$ cat config.mk
export PLATFORM = sky130hd
export DESIGN_NAME = delay_unit_scheduler
export DESIGN_NICKNAME = d
export VERILOG_FILES = /design/src/rtl/delay_unit_pkg.sv /design/src/rtl/delay_unit_tag_fifo.sv /design/src/rtl/delay_unit_scheduler.sv
export SDC_FILE = /design/constraint.sdc
export NUM_CORES = 1
export LEC_CHECK = 0
export ABC_CLOCK_PERIOD_IN_PS = 3250
export CORE_ASPECT_RATIO = 0.75
export CORE_UTILIZATION = 40
export CTS_CLUSTER_DIAMETER = 100
export DETAILED_ROUTE_END_ITERATION = 7
export GPL_TIMING_DRIVEN = 0
export PLACE_DENSITY = 0.86
export REMOVE_ABC_BUFFERS = 1
export SLEW_MARGIN = 40
export SYNTH_ARGS = -nofsm -noshare
export SYNTH_HDL_FRONTEND = slang
export SYNTH_SLANG_ARGS = --single-unit
$ cat constraint.sdc
create_clock -name CLK -period 3.25 [get_ports CLK]
set_input_delay 0.65 -clock CLK [delete_from_list [all_inputs] [get_ports CLK]]
set_output_delay 0.65 -clock CLK [all_outputs]
set_load 0.05 [all_outputs]
$ cat src/rtl/delay_unit_pkg.sv
// delay_unit_pkg: shared defaults and requester index type for the delay unit scheduler
package delay_unit_pkg;
  localparam int DATA_WIDTH_DEF = 5;
  localparam int MAX_OUTSTANDING_DEF = 4;
  typedef enum logic {REQ0 = 1'b0, REQ1 = 1'b1} req_idx_t;
endpackage

$ cat src/rtl/delay_unit_tag_fifo.sv
// delay_unit_tag_fifo: in-order FIFO of requester indices for transfers inside the delay unit
// ports: clk, rst (async, active-high), i_push/i_data write, i_pop read,
//        o_head oldest tag, o_full, o_empty, o_count occupancy
module delay_unit_tag_fifo
  import delay_unit_pkg::*;
#(
  parameter int DEPTH = MAX_OUTSTANDING_DEF
) (
  input  logic                         clk,
  input  logic                         rst,
  input  logic                         i_push,
  input  logic                         i_data,
  input  logic                         i_pop,
  output logic                         o_head,
  output logic                         o_full,
  output logic                         o_empty,
  output logic [$clog2(DEPTH+1)-1:0]   o_count
);
  localparam int AW = DEPTH > 1 ? $clog2(DEPTH) : 1;
  localparam int CW = $clog2(DEPTH + 1);
  req_idx_t      r_mem [DEPTH];
  logic [AW-1:0] r_wr, r_rd;
  logic [CW-1:0] r_cnt;
  always_ff @(posedge clk or posedge rst)
    if (rst) begin
      r_wr  <= '0;
      r_rd  <= '0;
      r_cnt <= '0;
    end else begin
      if (i_push) r_wr <= (r_wr == AW'(DEPTH - 1)) ? '0 : r_wr + 1'b1;
      if (i_pop) r_rd <= (r_rd == AW'(DEPTH - 1)) ? '0 : r_rd + 1'b1;
      r_cnt <= r_cnt + CW'(i_push) - CW'(i_pop);
    end
  always_ff @(posedge clk)
    if (i_push) r_mem[r_wr] <= req_idx_t'(i_data);
  assign o_head  = r_mem[r_rd];
  assign o_full  = r_cnt == CW'(DEPTH);
  assign o_empty = r_cnt == '0;
  assign o_count = r_cnt;
endmodule

$ cat src/rtl/delay_unit_scheduler.sv
// delay_unit_scheduler: round-robin sharing of one delay unit between two requesters with tagged responses
// ports: CLK, ASYNCRESET (async, active-high); REQ_0/REQ_1 request channels in;
//        DU_IN issue channel out; DU_OUT return channel in; RSP tagged response out;
//        OUTSTANDING in-flight count; ERR sticky orphan-return flag
module delay_unit_scheduler
  import delay_unit_pkg::*;
#(
  parameter int DATA_WIDTH      = DATA_WIDTH_DEF,
  parameter int MAX_OUTSTANDING = MAX_OUTSTANDING_DEF
) (
  input  logic                                 CLK,
  input  logic                                 ASYNCRESET,
  input  logic [DATA_WIDTH-1:0]                REQ_0_data,
  input  logic                                 REQ_0_valid,
  output logic                                 REQ_0_ready,
  input  logic [DATA_WIDTH-1:0]                REQ_1_data,
  input  logic                                 REQ_1_valid,
  output logic                                 REQ_1_ready,
  output logic [DATA_WIDTH-1:0]                DU_IN_data,
  output logic                                 DU_IN_valid,
  input  logic                                 DU_IN_ready,
  input  logic [DATA_WIDTH-1:0]                DU_OUT_data,
  input  logic                                 DU_OUT_valid,
  output logic                                 DU_OUT_ready,
  output logic [DATA_WIDTH-1:0]                RSP_data,
  output logic                                 RSP_tag,
  output logic                                 RSP_valid,
  input  logic                                 RSP_ready,
  output logic [$clog2(MAX_OUTSTANDING+1)-1:0] OUTSTANDING,
  output logic                                 ERR
);
  localparam int CW = $clog2(MAX_OUTSTANDING + 1);
  req_idx_t      r_last, r_lock_idx, w_grant;
  logic          r_lock, r_err, w_full, w_empty, w_in_fire, w_out_fire, w_head;
  logic [CW-1:0] w_count;
  // a stalled issue keeps its grant so DU_IN_data stays stable while valid is held
  always_comb
    w_grant = r_lock ? r_lock_idx :
              (REQ_0_valid && REQ_1_valid) ? (r_last == REQ0 ? REQ1 : REQ0) :
              (REQ_1_valid ? REQ1 : REQ0);
  // issue is gated on the registered count, so a same-cycle return cannot free a slot early
  assign DU_IN_valid  = !ASYNCRESET && (REQ_0_valid || REQ_1_valid) && !w_full;
  assign DU_IN_data   = w_grant == REQ1 ? REQ_1_data : REQ_0_data;
  assign REQ_0_ready  = !ASYNCRESET && w_grant == REQ0 && DU_IN_ready && !w_full;
  assign REQ_1_ready  = !ASYNCRESET && w_grant == REQ1 && DU_IN_ready && !w_full;
  assign w_in_fire    = DU_IN_valid && DU_IN_ready;
  // returns with nothing in flight are orphans: never forwarded, never acknowledged
  assign RSP_data     = DU_OUT_data;
  assign RSP_tag      = w_head;
  assign RSP_valid    = !ASYNCRESET && DU_OUT_valid && !w_empty;
  assign DU_OUT_ready = !ASYNCRESET && RSP_ready && !w_empty;
  assign w_out_fire   = DU_OUT_valid && DU_OUT_ready;
  assign OUTSTANDING  = w_count;
  assign ERR          = r_err;
  always_ff @(posedge CLK or posedge ASYNCRESET)
    if (ASYNCRESET) begin
      r_last     <= REQ1;
      r_lock     <= 1'b0;
      r_lock_idx <= REQ0;
      r_err      <= 1'b0;
    end else begin
      r_lock     <= DU_IN_valid && !DU_IN_ready;
      r_lock_idx <= w_grant;
      if (w_in_fire) r_last <= w_grant;
      r_err      <= r_err || (DU_OUT_valid && w_empty);
    end
  delay_unit_tag_fifo #(.DEPTH(MAX_OUTSTANDING)) u_tag_fifo (
    .clk     (CLK),
    .rst     (ASYNCRESET),
    .i_push  (w_in_fire),
    .i_data  (w_grant),
    .i_pop   (w_out_fire),
    .o_head  (w_head),
    .o_full  (w_full),
    .o_empty (w_empty),
    .o_count (w_count)
  );
endmodule
==> After elaboration in Yosys (flattened, before gate mapping) <==
Memory sizes are Yosys's and may differ from the RTL's.
Cells that the tools add are included.
{ "word_totals": {"register_bits": 11, "ram_bits": 4, "elab_cells": 49, "memories": 1} }
{ "memory_table": {"columns": ["name", "depth", "word_bits", "rd", "rd_ports_with_merged_regs", "wr", "line", "source"], "rows": [
  ["u_tag_fifo.r_mem", 4, 1, 1, 0, 1, "delay_unit_tag_fifo.sv:21", "req_idx_t r_mem [DEPTH];"]
]} }
{ "classes": {"addsub": 4, "n_eq_ne": 3, "muxes": 9, "n_bitwise": 1, "reduce_logical": 24} }
{ "ops": {"columns": ["cell", "count"], "rows": [
  ["1-bit logical AND", 17],
  ["1-bit two-way mux", 6],
  ["5-bit two-way mux", 1],
  ["2-bit by 1-bit adder with 2-bit output, second input constant", 2],
  ["2-bit == test, second input constant", 2],
  ["1-bit zero test", 4],
  ["2-bit two-way mux", 2],
  ["3-bit by 1-bit adder with 3-bit output", 1],
  ["3-bit == test, second input constant", 1],
  ["3-bit zero test", 1],
  ["3-bit by 1-bit subtractor with 3-bit output", 1],
  ["1-bit logical OR", 2],
  ["1-bit NOT", 1]
]} }

==> Logic depth before layout (Yosys ltp) <==
{ "depth": {"ltp_word": 7, "depth_mapped": 10} }

==> Hierarchy <==
From an unflattened synthesis, not the netlist that was laid out.
{ "hier_totals": {"cells_unflattened": 73, "area_unflattened_um2": 885.8} }
{ "by_module_without_submodules": {"columns": ["module", "instances", "cells_each", "area_each_um2", "seq_area_each_um2"], "rows": [
  ["delay_unit_tag_fifo", 1, 42, 560.5, 295.3],
  ["delay_unit_scheduler", 1, 31, 325.3, 101.3]
]} }

==> Least setup slack after synthesis <==
OpenSTA, ideal clock, no wires.
{ "synth_timing": {"path_type": "register -> output", "startpoint": "register u_tag_fifo.r_cnt[1] (netlist: u_tag_fifo.o_count[1])", "endpoint": "output port REQ_0_ready", "arrival_time_ns": 2.035, "slack_ns": 0.565, "path_stages_with_launch": 4, "n_path_buf": 0, "cell_sequence": "dfrtp_1 > nor3b_2 > or3b_2 > nor2_1"} }
{ "synth_via": {"elab_chain_cells": 3} }
{ "synth_rtl": {"columns": ["element", "line", "source"], "rows": [
  ["start: declaration", "delay_unit_tag_fifo.sv:23", "logic [CW-1:0] r_cnt;"],
  ["start signal: assignment", "delay_unit_tag_fifo.sv:32", "r_cnt <= r_cnt + CW'(i_push) - CW'(i_pop);"],
  ["3-bit == test", "delay_unit_tag_fifo.sv:37", "assign o_full = r_cnt == CW'(DEPTH);"],
  ["1-bit zero test", "delay_unit_scheduler.sv:44", "assign REQ_0_ready = !ASYNCRESET && w_grant == REQ0 && DU_IN_ready && !w_full;"],
  ["1-bit logical AND", "delay_unit_scheduler.sv:44", null],
  ["end: declaration", "delay_unit_scheduler.sv:15", "output logic REQ_0_ready,"]
]} }
No other way between the ends.

==> Final worst setup path <==
{ "layout_timing": {"startpoint": "input port REQ_1_valid", "endpoint": "output port REQ_0_ready"} }
{ "layout_via": {"elab_chain_cells": 7} }
{ "layout_rtl": {"columns": ["element", "line", "source"], "rows": [
  ["start: declaration", "delay_unit_scheduler.sv:17", "input logic REQ_1_valid,"],
  ["1-bit two-way mux / 1-bit logical AND (equally long branches)", "delay_unit_scheduler.sv:40, delay_unit_scheduler.sv:39", null],
  ["1-bit two-way mux *", "delay_unit_scheduler.sv:39", "(REQ_0_valid && REQ_1_valid) ? (r_last == REQ0 ? REQ1 : REQ0) :"],
  ["1-bit two-way mux *", "delay_unit_scheduler.sv:38", "w_grant = r_lock ? r_lock_idx :"],
  ["via u_tag_fifo.i_data", "delay_unit_tag_fifo.sv:12", "input logic i_data,"],
  ["1-bit NOT *", "delay_unit_scheduler.sv:44", null],
  ["1-bit logical AND * (3 in a row)", "delay_unit_scheduler.sv:44", null]
]} }
Mark *: on every way through the listed nets, which the timed path passes. The rest lies on a longest branch.

==> flow_summary.ini <==
[outcome]
outcome = finished, final reports clean

[setup_path]
path_cells = clkdlybuf4s50_1, nor2b_1, a22oi_2, inv_1, nor2_1, dlygate4sd2_1
reg2reg_to = u_tag_fifo.o_count[2]
critPathKind = in -> out
cp.arrival_ps = 2430
crit_slowest_cell = dlygate4sd2_1
start_kind = primary input
endpoint = REQ_0_ready
slowest_delay_ps = 540
rr_worst_depth = 10
endpoint_kind = primary output
worstPathMaxFanout = 7
startpoint = REQ_1_valid
cp_data_required_time_ps = 2600
rrSetupSlack_ps = 780
regToRegStartpoint = u_tag_fifo.o_count[2]

[yosys]
synth_edf_count = 4
synth_top_cells_by_count = dfrtp_1 (10), mux2_2 (10), inv_1 (8)
synthCells = 71
synth_top_family_by_area = simple AND/OR/NAND/NOR gates
ys_seq_area_frac = 0.4446
yosys_warnings = 0
yosysTopAreaCellShare = 0.2805
syn_avg_cell_area_um2 = 12.56
netlist_top_cells_area = dfrtp_1 (28%), edfxtp_1 (13%), mux2_2 (13%)
ys_types = 24
synth_area_um2 = 892.1
synthXorXnorAreaFrac = 0.01964
synthAdderAreaFrac = 0.1206
synth.area.mux_share = 0.1515
yosysTopAreaCell = dfrtp_1
yosys.area_share.simple = 0.1655
synth-async-reset-ratio = 0.7333
synth_compound_area_frac = 0.02244
synth_top_flop_cell = dfrtp_1
ys_ff_latch = 15

[sta]
fmaxAchievable_ghz = 0.3244
post-route-min-period_ps = 3082
hold_viol = 0
setup_viol = 0
rsz0062_at_grt = no
min_period_over_period = 0.9484
drv_slew = 0
skew_ps = 1.872
slew_headroom = 0.6576
worstMarginPinSlew_ps = 512.1

[global_route]
grt_pass1_vias = 619
grt_pass1_wl_mm = 2.787
grt-ovfl-total = 0
grt.total_usage = 0.1581
grt_max_degree = 12
antenna_found_initial = 0

[floorplanning]
start_util = 0.4353
die_area_um2 = 2425
die_h_um = 42.90
core_um2 = 2049
num_rows = 14
ioPinCount = 42
fp.dieW_um = 56.53

[clock_tree]
clockBufferDepth = 2
cts_max_level = 1
clock-sinks = 15
cts_setup_buffers = 0
cts_made_buffers = 3
clkTransAtPathRegs_ps = 80
clockRootBuffer = clkbuf_4
cts_tree = yes
clkLatencyLatePin_ps = 280

[placed_design]
io_buffers = 31
gp_congestion = 0.6492
place_inst = 121
hpwl_mm = 1.465

[hold_path]
hold_class = reg -> reg

[cells_and_area]
syn2layout_area_growth_pct = 35.90
drive_gt1_frac = 0.2079
post-route-util = 0.5916
diodes = 0
fillCellCount = 176
fin_nets = 132
fin_cells = 125

[routing]
drtIter0Drc = 9
wl_met2_um = 906
wl_met3_um = 77
ant_nets = 0
wl_per_cell_um = 13.80
drc_errors = 0
wl_met1_um = 730
wirelength_mm = 1.725
top_layer_used = met4
vias = 609
vias_per_cell = 4.872
firstDrtPassIters = 4

[power_and_ir_drop]
p_leak_nw = 0.5224
powerDensity_nw_per_um2 = 802.0
irDropWorstVdd_v = 0.0004997

[run]
cap_violations = 0
report_power, final:
group / internal (mW) / switching, mW
Combinational: 0.219 / 0.310
Clock: 0.0477 / 0.0567
Sequential: 0.269 / 0.0700
Total: 0.536 / 0.437
placed cells by master (no fill, tap or decap), types with 2 or more instances in the layout:
master and n:
and2_1 4, clkbuf_4 3, clkdlybuf4s50_1 24, dfrtp_1 10
dlygate4sd2_1 7, edfxtp_1 4, ha_1 7, inv_1 8
mux2_2 10, nor2_1 5, nor3b_1 2, xnor2_1 2
state kept, by name (all words and copies together) (netlist names):
signal and cells:
ERR 1, r_last 1, u_tag_fifo.r_rd 2, u_tag_fifo.o_count 3
u_tag_fifo.r_wr 2, r_lock_idx 1, u_tag_fifo.r_mem 4, r_lock 1
worst max-delay path: cells and delay by family:
family / cells / cell delay [ps]
AOI/OAI and AO/OA: 1 / 350
buffers and inverters: 3 / 1150
and+or+nand+nor: 2 / 280
cell families (layout without fill, tap and decap cells):
kind of cell             count (synthesis)  count (layout)
adder cells (fa/ha/maj)                  8               8
buffers and inverters                   13              43
multiplexers                            11              11
AND/OR/NAND/NOR                         20              20
flip-flops                              15              15
XOR/XNOR                                 2               2
AO/OA/AOI/OAI                            2               2
per-layer routing:
layer,GRT usage,up-vias
met1,0.1719,294
met5,0,-
met3,0.06707,3
met2,0.2824,16
li1,-,296
met4,0.04390,0
cell type report:
cell class | instances | area (um^2) | area share
timing repair buffer | 31 | 301.5 | 0.2487
tap | 24 | 30.03 | 0.02477
inverter | 8 | 30.03 | 0.02477
multi-input combinational | 43 | 427.9 | 0.3529
clock buffer | 4 | 26.28 | 0.02167
sequential | 15 | 396.6 | 0.3271
repair_timing:
item                                    in CTS  in global routing
endpoints found under the setup margin       7                  0
hold buffers                                 0                  0
resized for setup                            7                  0
metrics by stage:
stage          area, um^2  hold WS (ps)  setup WS, ps  power, mW  setup TNS (ps)
2_1_floorplan       854.6         501.7         565.1     0.7179               0
3_5_place_dp         1195         480.9        -98.85     0.8909          -431.8
3_3_place_gp         1195         441.2        -66.43     0.8667          -294.3
4_1_cts              1212         501.7         170.8     0.9889               0
5_1_grt              1212         521.2         66.53      1.040               0
6_report             1212         490.5         167.7     0.9723               0
worst min-delay path by stage:
stage | start | cells past startpoint | to
detailed placement | ERR | 1 | ERR
floorplan | ASYNCRESET | 1 | ERR
CTS | ERR | 1 | ERR
global route | ERR | 1 | ERR
global placement | ERR | 1 | ERR
finish | ERR | 1 | ERR
(Power assumes the default switching activity.)
